<file path="src/rtl/jtframe_ddr_arb_pkg.sv">
// Shared types and constants for the two-client DDR arbiter.
package jtframe_ddr_arb_pkg;

    localparam int BCW = 8;

    typedef enum logic [1:0] {
        IDLE    = 2'd0,
        WR      = 2'd1,
        RD_CMD  = 2'd2,
        RD_DATA = 2'd3
    } st_e;

    localparam logic OWN_A = 1'b0;
    localparam logic OWN_B = 1'b1;

    // A zero burst count still moves one beat.
    function automatic logic [BCW-1:0] beats_of(input logic [BCW-1:0] bc);
        return (bc == '0) ? BCW'(1) : bc;
    endfunction

endpackage

</file>
<file path="src/rtl/jtframe_ddr_arb.sv">
// Burst-granular arbiter sharing one DDR port between a read/write client A and a read-only client B.
// Define JTFRAME_DDR_ARB_RR_EN for round-robin tie breaking; otherwise A always wins ties.
module jtframe_ddr_arb
    import jtframe_ddr_arb_pkg::*;
#(
    parameter int AW = 29,
    parameter int DW = 64
) (
    input  logic              clk,
    input  logic              rst,
    input  logic              a_rd,
    input  logic              a_we,
    input  logic [AW-1:0]     a_addr,
    input  logic [BCW-1:0]    a_burstcnt,
    input  logic [DW-1:0]     a_din,
    input  logic [DW/8-1:0]   a_be,
    output logic              a_busy,
    output logic              a_dout_ready,
    input  logic              b_rd,
    input  logic [AW-1:0]     b_addr,
    input  logic [BCW-1:0]    b_burstcnt,
    output logic              b_busy,
    output logic              b_dout_ready,
    output logic              ddram_clk,
    input  logic              ddram_busy,
    output logic [BCW-1:0]    ddram_burstcnt,
    output logic [AW-1:0]     ddram_addr,
    input  logic [DW-1:0]     ddram_dout,
    input  logic              ddram_dout_ready,
    output logic              ddram_rd,
    output logic [DW-1:0]     ddram_din,
    output logic [DW/8-1:0]   ddram_be,
    output logic              ddram_we
);

    st_e            st_q, st_d;
    logic           own_q, own_d;
    logic [BCW-1:0] cnt_q, cnt_d;
    logic           a_req, b_req, win_b;

    // Read data is fanned out to the clients outside this block.
    logic dout_unused;
    assign dout_unused = ^ddram_dout;

    assign ddram_clk = clk;
    assign a_req     = a_rd | a_we;
    assign b_req     = b_rd;

`ifdef JTFRAME_DDR_ARB_RR_EN
    logic last_q, last_d;

    // On a tie, whoever did not own the previous burst goes first.
    assign win_b = b_req & (~a_req | (last_q == OWN_A));

    always_ff @(posedge clk or posedge rst) begin
        if (rst) last_q <= OWN_B;
        else     last_q <= last_d;
    end

    always_comb begin
        last_d = last_q;
        if (st_q == IDLE && (a_req || b_req)) last_d = win_b;
    end
`else
    assign win_b = b_req & ~a_req;
`endif

    always_ff @(posedge clk or posedge rst) begin
        if (rst) begin
            st_q  <= IDLE;
            own_q <= OWN_A;
            cnt_q <= '0;
        end else begin
            st_q  <= st_d;
            own_q <= own_d;
            cnt_q <= cnt_d;
        end
    end

    always_comb begin
        st_d  = st_q;
        own_d = own_q;
        cnt_d = cnt_q;
        case (st_q)
            IDLE: begin
                if (a_req || b_req) begin
                    own_d = win_b;
                    cnt_d = beats_of(win_b ? b_burstcnt : a_burstcnt);
                    st_d  = (!win_b && a_we) ? WR : RD_CMD;
                end
            end
            WR: begin
                if (a_we && !ddram_busy) begin
                    cnt_d = cnt_q - BCW'(1);
                    if (cnt_q <= BCW'(1)) st_d = IDLE;
                end
            end
            RD_CMD: begin
                if (ddram_rd && !ddram_busy) st_d = RD_DATA;
            end
            RD_DATA: begin
                if (ddram_dout_ready) begin
                    cnt_d = cnt_q - BCW'(1);
                    if (cnt_q <= BCW'(1)) st_d = IDLE;
                end
            end
            default: st_d = IDLE;
        endcase
    end

    // Command path is a live mux of the owner; beats outside RD_DATA are swallowed.
    always_comb begin
        a_busy         = 1'b1;
        b_busy         = 1'b1;
        a_dout_ready   = 1'b0;
        b_dout_ready   = 1'b0;
        ddram_burstcnt = '0;
        ddram_addr     = '0;
        ddram_rd       = 1'b0;
        ddram_we       = 1'b0;
        ddram_din      = '0;
        ddram_be       = '0;
        if (st_q != IDLE) begin
            if (own_q == OWN_A) begin
                ddram_addr     = a_addr;
                ddram_burstcnt = a_burstcnt;
                ddram_din      = a_din;
                ddram_be       = a_be;
                ddram_we       = (st_q == WR) && a_we;
                ddram_rd       = (st_q == RD_CMD) && a_rd;
                a_busy         = ddram_busy;
            end else begin
                ddram_addr     = b_addr;
                ddram_burstcnt = b_burstcnt;
                ddram_be       = '1;
                ddram_rd       = (st_q == RD_CMD) && b_rd;
                b_busy         = ddram_busy;
            end
            if (st_q == RD_DATA) begin
                a_busy       = 1'b1;
                b_busy       = 1'b1;
                a_dout_ready = (own_q == OWN_A) && ddram_dout_ready;
                b_dout_ready = (own_q == OWN_B) && ddram_dout_ready;
            end
        end
    end

endmodule

</file>
<file path="config.mk">
export PLATFORM = sky130hd
export DESIGN_NAME = jtframe_ddr_arb
export DESIGN_NICKNAME = d
export VERILOG_FILES = /design/src/rtl/jtframe_ddr_arb_pkg.sv /design/src/rtl/jtframe_ddr_arb.sv
export SDC_FILE = /design/constraint.sdc
export NUM_CORES = 1
export LEC_CHECK = 0
export BUFFER_PORTS_ARGS = -buffer_cell sky130_fd_sc_hd__buf_2
export CAP_MARGIN = 20
export CORE_AREA = 2 2 131 133
export DETAILED_ROUTE_END_ITERATION = 12
export DIE_AREA = 0 0 133 135
export GPL_ROUTABILITY_DRIVEN = 0
export GPL_TIMING_DRIVEN = 0
export HOLD_SLACK_MARGIN = 0.02
export PLACE_DENSITY = 0.4
export SLEW_MARGIN = 20
export SYNTH_ARGS = -nofsm -noshare
export SYNTH_HDL_FRONTEND = slang
export SYNTH_SLANG_ARGS = --single-unit
</file>
<file path="constraint.sdc">
create_clock -name clk -period 1.75 [get_ports clk]
set_clock_uncertainty 0.05 [all_clocks]
set_input_delay 0.175 -clock clk [delete_from_list [all_inputs] [get_ports clk]]
set_output_delay 0.175 -clock clk [all_outputs]
set_load 0.01 [all_outputs]
</file>
==> results of run 1 <==
cells in the mapped netlist, drive strengths merged (2+ instances only):
cell	instances	area, µm²
a211oi	2	27.5
a21oi	8	40.0
a32oi	2	17.5
and2	66	413
and3	2	12.5
buf	11	63.8
clkbuf	11	41.3
dfrtp	11	275
ha	2	25.0
inv	6	22.5
mux2	5	56.3
mux2i	38	380
nand2	11	41.3
nor2	63	236
nor2b	2	12.5
nor3	6	30.0
nor4	4	25.0
o211ai	2	20.0
o21ai	11	55.1
or3	3	23.8
worst max-delay path, cell delays in order (launching register included):
cell and delay (ps):
dfrtp_2 430, nor2_4 140, buf_6 130, nor2_4 40
buf_12 150, buf_4 140, and2_1 150, buf_2 150
per-stage QoR:
stage	cell area, µm²	hold WS [ps]	std cells	total power [mW]	worst slack (ps)
after global routing	4170	149	789	4.05	-206
after floorplan	1980	-22.6	284	1.77	255
after CTS	3990	118	787	3.66	-154
after detailed placement	3590	193	772	2.68	-534
after global placement	3590	205	772	2.71	-556
final	4170	119	789	3.78	-149
per-layer routing:
metal / part of all wire [%] / vias up
met5: 0.11 / -
met4: 0.026 / 2
met3: 8.6 / 4
met2: 48 / 152
met1: 43 / 1407
li1: - / 1526
layout make-up:
| type | count | area share (%) |
|---|---|---|
| Clock buffer | 8 | 3.81 |
| Inverter | 7 | 0.690 |
| Timing Repair Buffer | 277 | 37.4 |
| Multi-Input combinational cell | 245 | 39.8 |
| Tap cell | 220 | 6.60 |
| Buffer | 21 | 5.04 |
| Sequential cell | 11 | 6.66 |
report_power, final:
part	switching (mW)	total (mW)	internal, mW
clock	0.183	0.823	0.640
sequential	0.135	0.491	0.355
combinational	1.22	2.47	1.25
total	1.53	3.78	2.24
final timing paths:
| kind | to | slack (ps) | cells after the start | from |
|---|---|---|---|---|
| worst min register to register | cnt_q[5] | 470 | 2 | cnt_q[5] |
| worst max-delay path | ddram_din[29] | -150 | 7 | st_q[0] |
| worst min-delay path | own_q | 120 | 3 | b_rd |
| min in group asynchronous | cnt_q[0] | 350 | 3 | rst |
| worst max register to register | cnt_q[7] | 100 | 6 | st_q[1] |
| max in group asynchronous | st_q[0] | 940 | 3 | rst |
registers in the layout (all words and copies together) (netlist names):
name	flops
cnt_q	8
st_q	2
own_q	1
cell families after synthesis:
logic type / share of synthesized area [%]
mux: 22.1
simple gates: 43.2
buf+inv: 6.65
xor+xnor: 0.443
flops: 13.9
fa+ha+maj: 1.27
compound gates: 12.5
what timing repair did:
item                       CTS  global route
cloned                       2             0
setup buffers                6             3
resized for setup           52            42
hold endpoints to repair    11             0
hold buffers                 1             0
pin swaps                   27            14
setup endpoints to repair  118           109
==> key figures, run 1 <==
Clocking
  • Clk_lat worst skew: 350 ps
  • CTS tree: yes
  • Worst-path clk slew: 40 ps

Critical path
  • CP startpoint kind: flop
  • Critical path arrival: 1670 ps
  • Crit Path Class: flop to primary output
  • Worst Setup End Kind: primary output
  • CP max FO: 6
  • Critical Path RT: 1520 ps

STA
  • Tightest Pin Transition: 504 ps
  • Slew Viols, Final: 0
  • Fin Setup TNS: -8100 ps
  • Final setup margin: -149 ps
  • Fmax: 527 MHz
  • Fin. Hold Viols: 0
  • RSZ-0062 raised after global routing: yes
  • Slew headroom: 66.1%
  • Period utilization: 109%
  • Final setup vio count: 101
  • Min Tclk post-route: 1900 ps

Layout
  • Layout cells sized above 1: 60.5%
  • Most frequent cells in the layout: 250 x buf_2, 60 x nor2_1, 46 x and2_1
  • Util after Layout: 25.4%
  • Reg area: 278 µm²
  • # diodes: 0
  • P&R area growth vs syn: 111%
  • Filler instances: 1,827
  • Multi-input gate area: 1660 µm²
  • Most common cell after layout, fill and taps aside: buf_2
  • Final nets: 789

Placement
  • HPWL Detailed: 9470 µm
  • PortBufs: 268

Drt
  • Final WL: 11,500 µm
  • Vias: 3,091
  • Antenna Nets Post-Route: 0
  • Iter 0 DRT Violations: 69
  • Drt first pass iters: 4
  • DRC violations left: 0
  • DR vias/cell: 3.92
  • Wire per inst: 14.5 µm

Synth
  • Seq/Total Area, Yosys: 13.9%
  • Yosys cell types: 44
  • Mean cell area of the mapped netlist: 6.96 µm²
  • Async SR Flop Fraction: 100%
  • Cell Area, Synth: 1980 µm²
  • EDFF count, synth: 0
  • YS warnings: 0
  • Flops & latches, synth: 11
  • Ys flop type: dfrtp_1
  • Synth Instances: 284
  • Syn_nets: 503

GRT
  • GRT Overall Usage: 11.3%
  • GR Util met3: 3.53%
  • Remaining Overflow, GRT: 0
  • Number of global-route vias before repair: 2,850
  • Most Crowded Layer GR: met2
  • First-pass GRT wire length: 15,900 µm
  • Largest net degree at the start of global routing: 12
  • Met1 GRT Util: 14.7%
  • Initial antenna violation count: 1
  • Global Route met2 Usage: 19.1%

Die
  • Core Region: 16,400 µm²
  • Initial core utilization: 12.0%
  • Die height: 135 µm
  • DIE AREA: 18,000 µm²
  • DIE WIDTH: 133 µm
  • Row cnt: 47
  • Num ports: 333

Status
  • Status: finished, violations left
  • Failing checks: setup timing

Pwr
  • Power per standard cell area: 906 nW/µm²
  • Leakage power figure: 2.19 nW
  • Worst ir drop on vdd: 546 µV

Worst hold path
  • Worst Hold Class: primary input to flop

Flow run
  • Max_cap viols: 0
Note: power is estimated with default switching activity, not from simulation.
==> run 2: changes to the inputs <==
Settings changed: REMOVE_ABC_BUFFERS set to 1.
==> run 2 against run 1 <==
The flow still finishes with violations (setup timing); worst hold slack got worse by 12 ps; critical path depth decreased by 1; clock-buffer cell count unchanged; final cell count increased by 1.4%; combinational power increased by 23%; critical path type unchanged; critical endpoint is now ddram_din[51]; largest power group unchanged; highest routed layer unchanged.
==> key figures, run 2 (synthesis results as in run 1) <==
Layout
  • P&R area growth vs syn: 133%
  • Largest regs: cnt_q (8), st_q (2), own_q (1)
  • Register with the most flip-flops: cnt_q
  • Filler instances: 1,816 (-0.60%)
  • Largest register FFs: 8 (unchanged)
  • Cell area after layout: 4610 µm² (+10%)
  • Final nets: 797 (+1.0%)
  • Util after Layout: 28.1% (+2.7 points)
  • Layout cells sized above 1: 65.9% (+5.4 points)
  • Most common cell after layout, fill and taps aside: buf_2
  • Most frequent cells in the layout: 224 x buf_2, 60 x nor2_1, 54 x buf_6

Clocking
  • Worst-path clk slew: 40 ps (about the same)
  • CTS tree: yes
  • Clk_lat worst skew: 350 ps (about the same)

Critical path
  • Cells on worst reg2reg path: 6 (unchanged)
  • Critical Path RT: 1520 ps (about the same)
  • FF-to-FF End: cnt_q[0]
  • Worst Setup End Kind: primary output
  • Reg2reg start: st_q[0]
  • R2r setup slk: 80 ps (-20 ps)
  • CP max FO: 6 (unchanged)
  • Critical Path Source: own_q
  • CP startpoint kind: flop
  • Critical path arrival: 1640 ps (-30 ps)
  • CP endpoint: ddram_din[51]
  • Crit Path Class: flop to primary output

STA
  • Tightest Pin Transition: 551 ps (+46.3 ps)
  • Slew headroom: 62.9% (-3.1 points)
  • Min Tclk post-route: 1870 ps (-29.5 ps)
  • Final setup margin: -120 ps (+29.5 ps)
  • RSZ-0062 raised after global routing: yes
  • Final setup vio count: 102 (+0.99%)
  • Period utilization: 107% (-1.7 points)
  • Fin. Hold Viols: 0 (unchanged)
  • Fmax: 535 MHz (+1.6%)
  • Slew Viols, Final: 0 (unchanged)

GRT
  • Largest net degree at the start of global routing: 31 (+19)
  • GRT Overall Usage: 14.6% (+3.3 points)
  • Remaining Overflow, GRT: 0 (unchanged)
  • Met1 GRT Util: 17.5% (+2.8 points)
  • First-pass GRT wire length: 20,200 µm (+27%)
  • Global Route met2 Usage: 24.4% (+5.2 points)
  • Most Crowded Layer GR: met2
  • Initial antenna violation count: 7 (+6)
  • GR Util met3: 4.50% (+0.98 points)
  • Number of global-route vias before repair: 3,251 (+14%)

Die
  • DIE WIDTH: 133 µm (unchanged)
  • Row cnt: 47 (unchanged)
  • Initial core utilization: 12.0% (unchanged)
  • Core Region: 16,400 µm² (unchanged)
  • Num ports: 333 (unchanged)
  • DIE AREA: 18,000 µm² (unchanged)
  • Die height: 135 µm (unchanged)

Flow run
  • Max_cap viols: 0 (unchanged)

Pwr
  • Worst ir drop on vdd: 747 µV (+37%)
  • Leakage power figure: 2.36 nW (+7.7%)
  • Power per standard cell area: 935 nW/µm² (+3.1%)
  • Post-layout power: 4.31 mW (+14%)

Placement
  • Post-DP Area: 3590 µm² (-0.10%)
  • HPWL Detailed: 10,500 µm (+11%)
  • Pre-CTS WS: -734 ps (-200 ps)
  • PortBufs: 268 (unchanged)

Drt
  • Wire per inst: 18.1 µm (+25%)
  • DR vias/cell: 4.15 (+5.8%)
  • Final WL: 14,500 µm (+26%)
  • Iter 0 DRT Violations: 128 (+86%)
  • Vias: 3,317 (+7.3%)
  • Antenna Nets Post-Route: 0 (unchanged)
  • DRC violations left: 0 (unchanged)
  • Drt first pass iters: 4 (unchanged)

Status
  • Failing checks: setup timing
  • Status: finished, violations left

Worst hold path
  • Worst Hold Class: primary input to flop
==> run 2: cell types whose count changed in the layout (fill, tap and decap cells not counted), sizes merged <==
cell	previous run	this run
clkbuf	15	8
inv	7	6
nor2	64	65
clkinv	0	1
diode	0	3
buf	290	304
==> run 2: report_power, final <==
| group | internal [mW] | switching (mW) |
|---|---|---|
| Sequential | 0.360 | 0.128 |
| Combinational | 1.63 | 1.40 |
| Clock | 0.612 | 0.172 |
| Total | 2.60 | 1.70 |
==> run 2: metrics by stage <==
step	hold slack, ps	TNS [ps]	std cells
after global routing	140	-12380	797
final	106	-6880	800
after floorplan	-22.6	-207430	262
after detailed placement	164	-56490	753
after CTS	102	-8880	797
after global placement	180	-475340	750
==> run 2: how the worst min path moves through the flow <==
stage               end  slack, ps  cells after the start  startpoint
2_1_floorplan  cnt_q[0]        -20                      1         rst
3_3_place_gp   cnt_q[1]        180                      2         rst
3_5_place_dp    st_q[1]        160                      2         rst
4_1_cts           own_q        100                      3        b_rd
5_1_grt           own_q        140                      3        b_rd
6_report          own_q        110                      3        b_rd
==> run 2: cell type report <==
| type | count | area (µm²) | area share, % |
|---|---|---|---|
| Timing Repair Buffer | 305 | 2100 | 45.6 |
| Multi-Input combinational cell | 246 | 1750 | 38.0 |
| Inverter | 7 | 31.3 | 0.679 |
| Tap cell | 220 | 275 | 5.98 |
| Antenna cell | 3 | 7.51 | 0.163 |
| Clock buffer | 8 | 159 | 3.45 |
| Sequential cell | 11 | 284 | 6.17 |
==> run 2: timing repair <==
action | CTS | global route
hold buffers | 1 | 0
gates resized for setup | 119 | 16
buffers inserted | 31 | 0
hold endpoints to repair | 11 | 0
pin swaps | 40 | 3
cloned | 7 | 1
setup endpoints to repair | 126 | 112
==> run 2: worst max-delay path, cell delays in order (launching register included) <==
cell and delay (ps):
dfrtp_4 500, buf_16 150, buf_12 120, nor2_4 130, buf_6 150, and2_1 120
buf_2 120
==> run 2: metal layers <==
layer,part of all wire [%],vias up
li1,-,1552
met1,39,1540
met2,48,182
met3,9.4,35
met4,3.3,8
met5,0.35,-
==> run 3: changes to the inputs <==
Settings changed: SETUP_SLACK_MARGIN set to 0.02.
==> run 3 against run 2 <==
The flow still finishes with violations (setup timing); die area unchanged; flip-flop and latch count unchanged; worst hold slack better by 1.1 ps; final cell count up 0.63%; non-clock buffer count up 5; global-route usage about the same; core utilization up 0.78 points; sequential share of layout area down 0.17 points; critical path type unchanged; critical endpoint unchanged; largest power group unchanged; highest routed layer unchanged.
==> key figures, run 3 (synthesis results as in run 1) <==
Critical path
  • Critical Path RT: 1520 ps (about the same)
  • Crit Path Class: flop to primary output
  • Worst Setup End Kind: primary output
  • CP max FO: 6 (unchanged)
  • CP max stage delay: 500 ps (about the same)
  • R2r setup slk: 20 ps (-60 ps)
  • Critical Path Source: own_q
  • FF-to-FF End: cnt_q[2]
  • Critical path arrival: 1640 ps (about the same)
  • Crit path buf inv count: 4 (unchanged)
  • CP startpoint kind: flop
  • CP delay by family, top: buffers and inverters
  • Reg2reg start: st_q[0]
  • CP Cell Sequence: buf_16 > buf_12 > nor2_4 > buf_6 > and2_1 > buf_2
  • Slowest cell on crit path: dfrtp_4
  • Cells on worst reg2reg path: 7 (+1)

Placement
  • PortBufs: 268 (unchanged)
  • Placed cell count: 753 (unchanged)
  • HPWL Detailed: 10,500 µm (unchanged)

Clocking
  • CTS tree: yes
  • Clk_lat worst skew: 350 ps (about the same)
  • Worst-path clk slew: 40 ps (about the same)

Worst hold path
  • Hold Startpoint: b_rd
  • Worst hold endpoint: own_q
  • Worst Hold Depth: 3 (unchanged)
  • Worst Hold Class: primary input to flop

Die
  • Initial core utilization: 12.0% (unchanged)
  • Row cnt: 47 (unchanged)
  • Core Region: 16,400 µm² (unchanged)
  • Num ports: 333 (unchanged)
  • DIE AREA: 18,000 µm² (unchanged)
  • Die height: 135 µm (unchanged)
  • DIE WIDTH: 133 µm (unchanged)

GRT
  • Largest net degree at the start of global routing: 31 (unchanged)
  • Initial antenna violation count: 7 (unchanged)
  • Remaining Overflow, GRT: 0 (unchanged)
  • GRT Overall Usage: 14.6% (about the same)
  • First-pass GRT wire length: 20,200 µm (about the same)
  • Number of global-route vias before repair: 3,240 (-0.34%)

STA
  • Fin Setup TNS: -7160 ps (-278 ps)
  • Slew Viols, Final: 0 (unchanged)
  • Fmax: 535 MHz (about the same)
  • Min Tclk post-route: 1870 ps (-0.137 ps)
  • Slew headroom: 56.4% (-6.6 points)
  • Final setup vio count: 103 (+0.98%)
  • Final setup margin: -120 ps (+0.137 ps)
  • Fin. Hold Viols: 0 (unchanged)
  • Tightest Pin Transition: 648 ps (+97.7 ps)
  • RSZ-0062 raised after global routing: yes
  • Period utilization: 107% (about the same)

Layout
  • P&R area growth vs syn: 139%
  • Util after Layout: 28.9% (+0.78 points)
  • Final nets: 802 (+0.63%)
  • Layout cells sized above 1: 67.2% (+1.3 points)
  • Largest register FFs: 8 (unchanged)
  • Non-Filler Instances: 805 (+0.63%)
  • Most frequent cells in the layout: 223 x buf_2, 59 x nor2_1, 58 x buf_6
  • Largest regs: cnt_q (8), st_q (2), own_q (1)
  • Register with the most flip-flops: cnt_q
  • Most common cell after layout, fill and taps aside: buf_2

Drt
  • Antenna Nets Post-Route: 0 (unchanged)
  • Drt first pass iters: 4 (unchanged)
  • DRC violations left: 0 (unchanged)
  • Vias: 3,353 (+1.1%)
  • DR vias/cell: 4.17 (+0.46%)
  • Final WL: 14,600 µm (+1.2%)
  • Wire per inst: 18.2 µm (+0.56%)
  • Iter 0 DRT Violations: 120 (-6.3%)

Status
  • Failing checks: setup timing
  • Status: finished, violations left

Pwr
  • Worst ir drop on vdd: 748 µV (+0.18%)
  • Post-layout power: 4.42 mW (+2.7%)
  • Leakage power figure: 2.41 nW (+2.2%)
  • Power per standard cell area: 934 nW/µm² (about the same)

Flow run
  • Max_cap viols: 0 (unchanged)
[run 3: cell count changes in the layout (fill, tap and decap cells not counted), sizes merged]
| cell | before | now |
|---|---|---|
| clkbuf | 8 | 9 |
| buf | 304 | 308 |
[run 3: area by class of cell]
type                    count  area (µm²)
clock buffers               8         159
repair buffers            310        2170
well taps                 220         275
flip-flops and latches     11         284
diodes                      3        7.51
inverters                   7        31.3
fillers                  1799       11700
multi-input cells         246        1810
[run 3: worst max-delay path by stage]
stage / slack (ps) / end / depth (start not counted)
finish: -120 / ddram_din[51] / 6
global route: -160 / ddram_din[7] / 6
CTS: -120 / ddram_din[54] / 6
detailed placement: -730 / ddram_din[62] / 5
global placement: -5280 / ddram_din[13] / 4
floorplan: -2290 / ddram_din[0] / 3
[run 3: power by group]
group	switching (mW)	internal, mW
logic	1.44	1.71
registers	0.131	0.360
clock network	0.173	0.612
[run 3: what timing repair did]
action / in CTS / in global routing
hold endpoints to repair: 11 / 0
buffers inserted: 31 / 5
gates resized for setup: 121 / 29
endpoints found under the setup margin: 126 / 114
hold buffers: 1 / 0
pin swaps: 38 / 9
cloned: 7 / 2
[run 3: through the flow]
step / worst slack [ps] / hold slack (ps) / area, µm²
3_5_place_dp: -734 / 164 / 3590
3_3_place_gp: -5280 / 180 / 3490
5_1_grt: -159 / 140 / 4730
2_1_floorplan: -2290 / -22.6 / 1870
4_1_cts: -121 / 102 / 4540
6_report: -120 / 107 / 4730
[run 3: tightest hold or removal path, delay by kind of cell]
family | cells | cell delay [ps]
and+or+nand+nor | 1 | 90
AOI/OAI and AO/OA | 1 | 70
buffers and inverters | 1 | 120
[run 3: metal layers]
metal	part of all wire [%]	track usage, %	up-vias
met2	48	24.3	187
met5	0.35	0	-
met3	9.6	4.50	37
met1	39	17.6	1560
met4	3.4	5.91	8
li1	-	-	1561
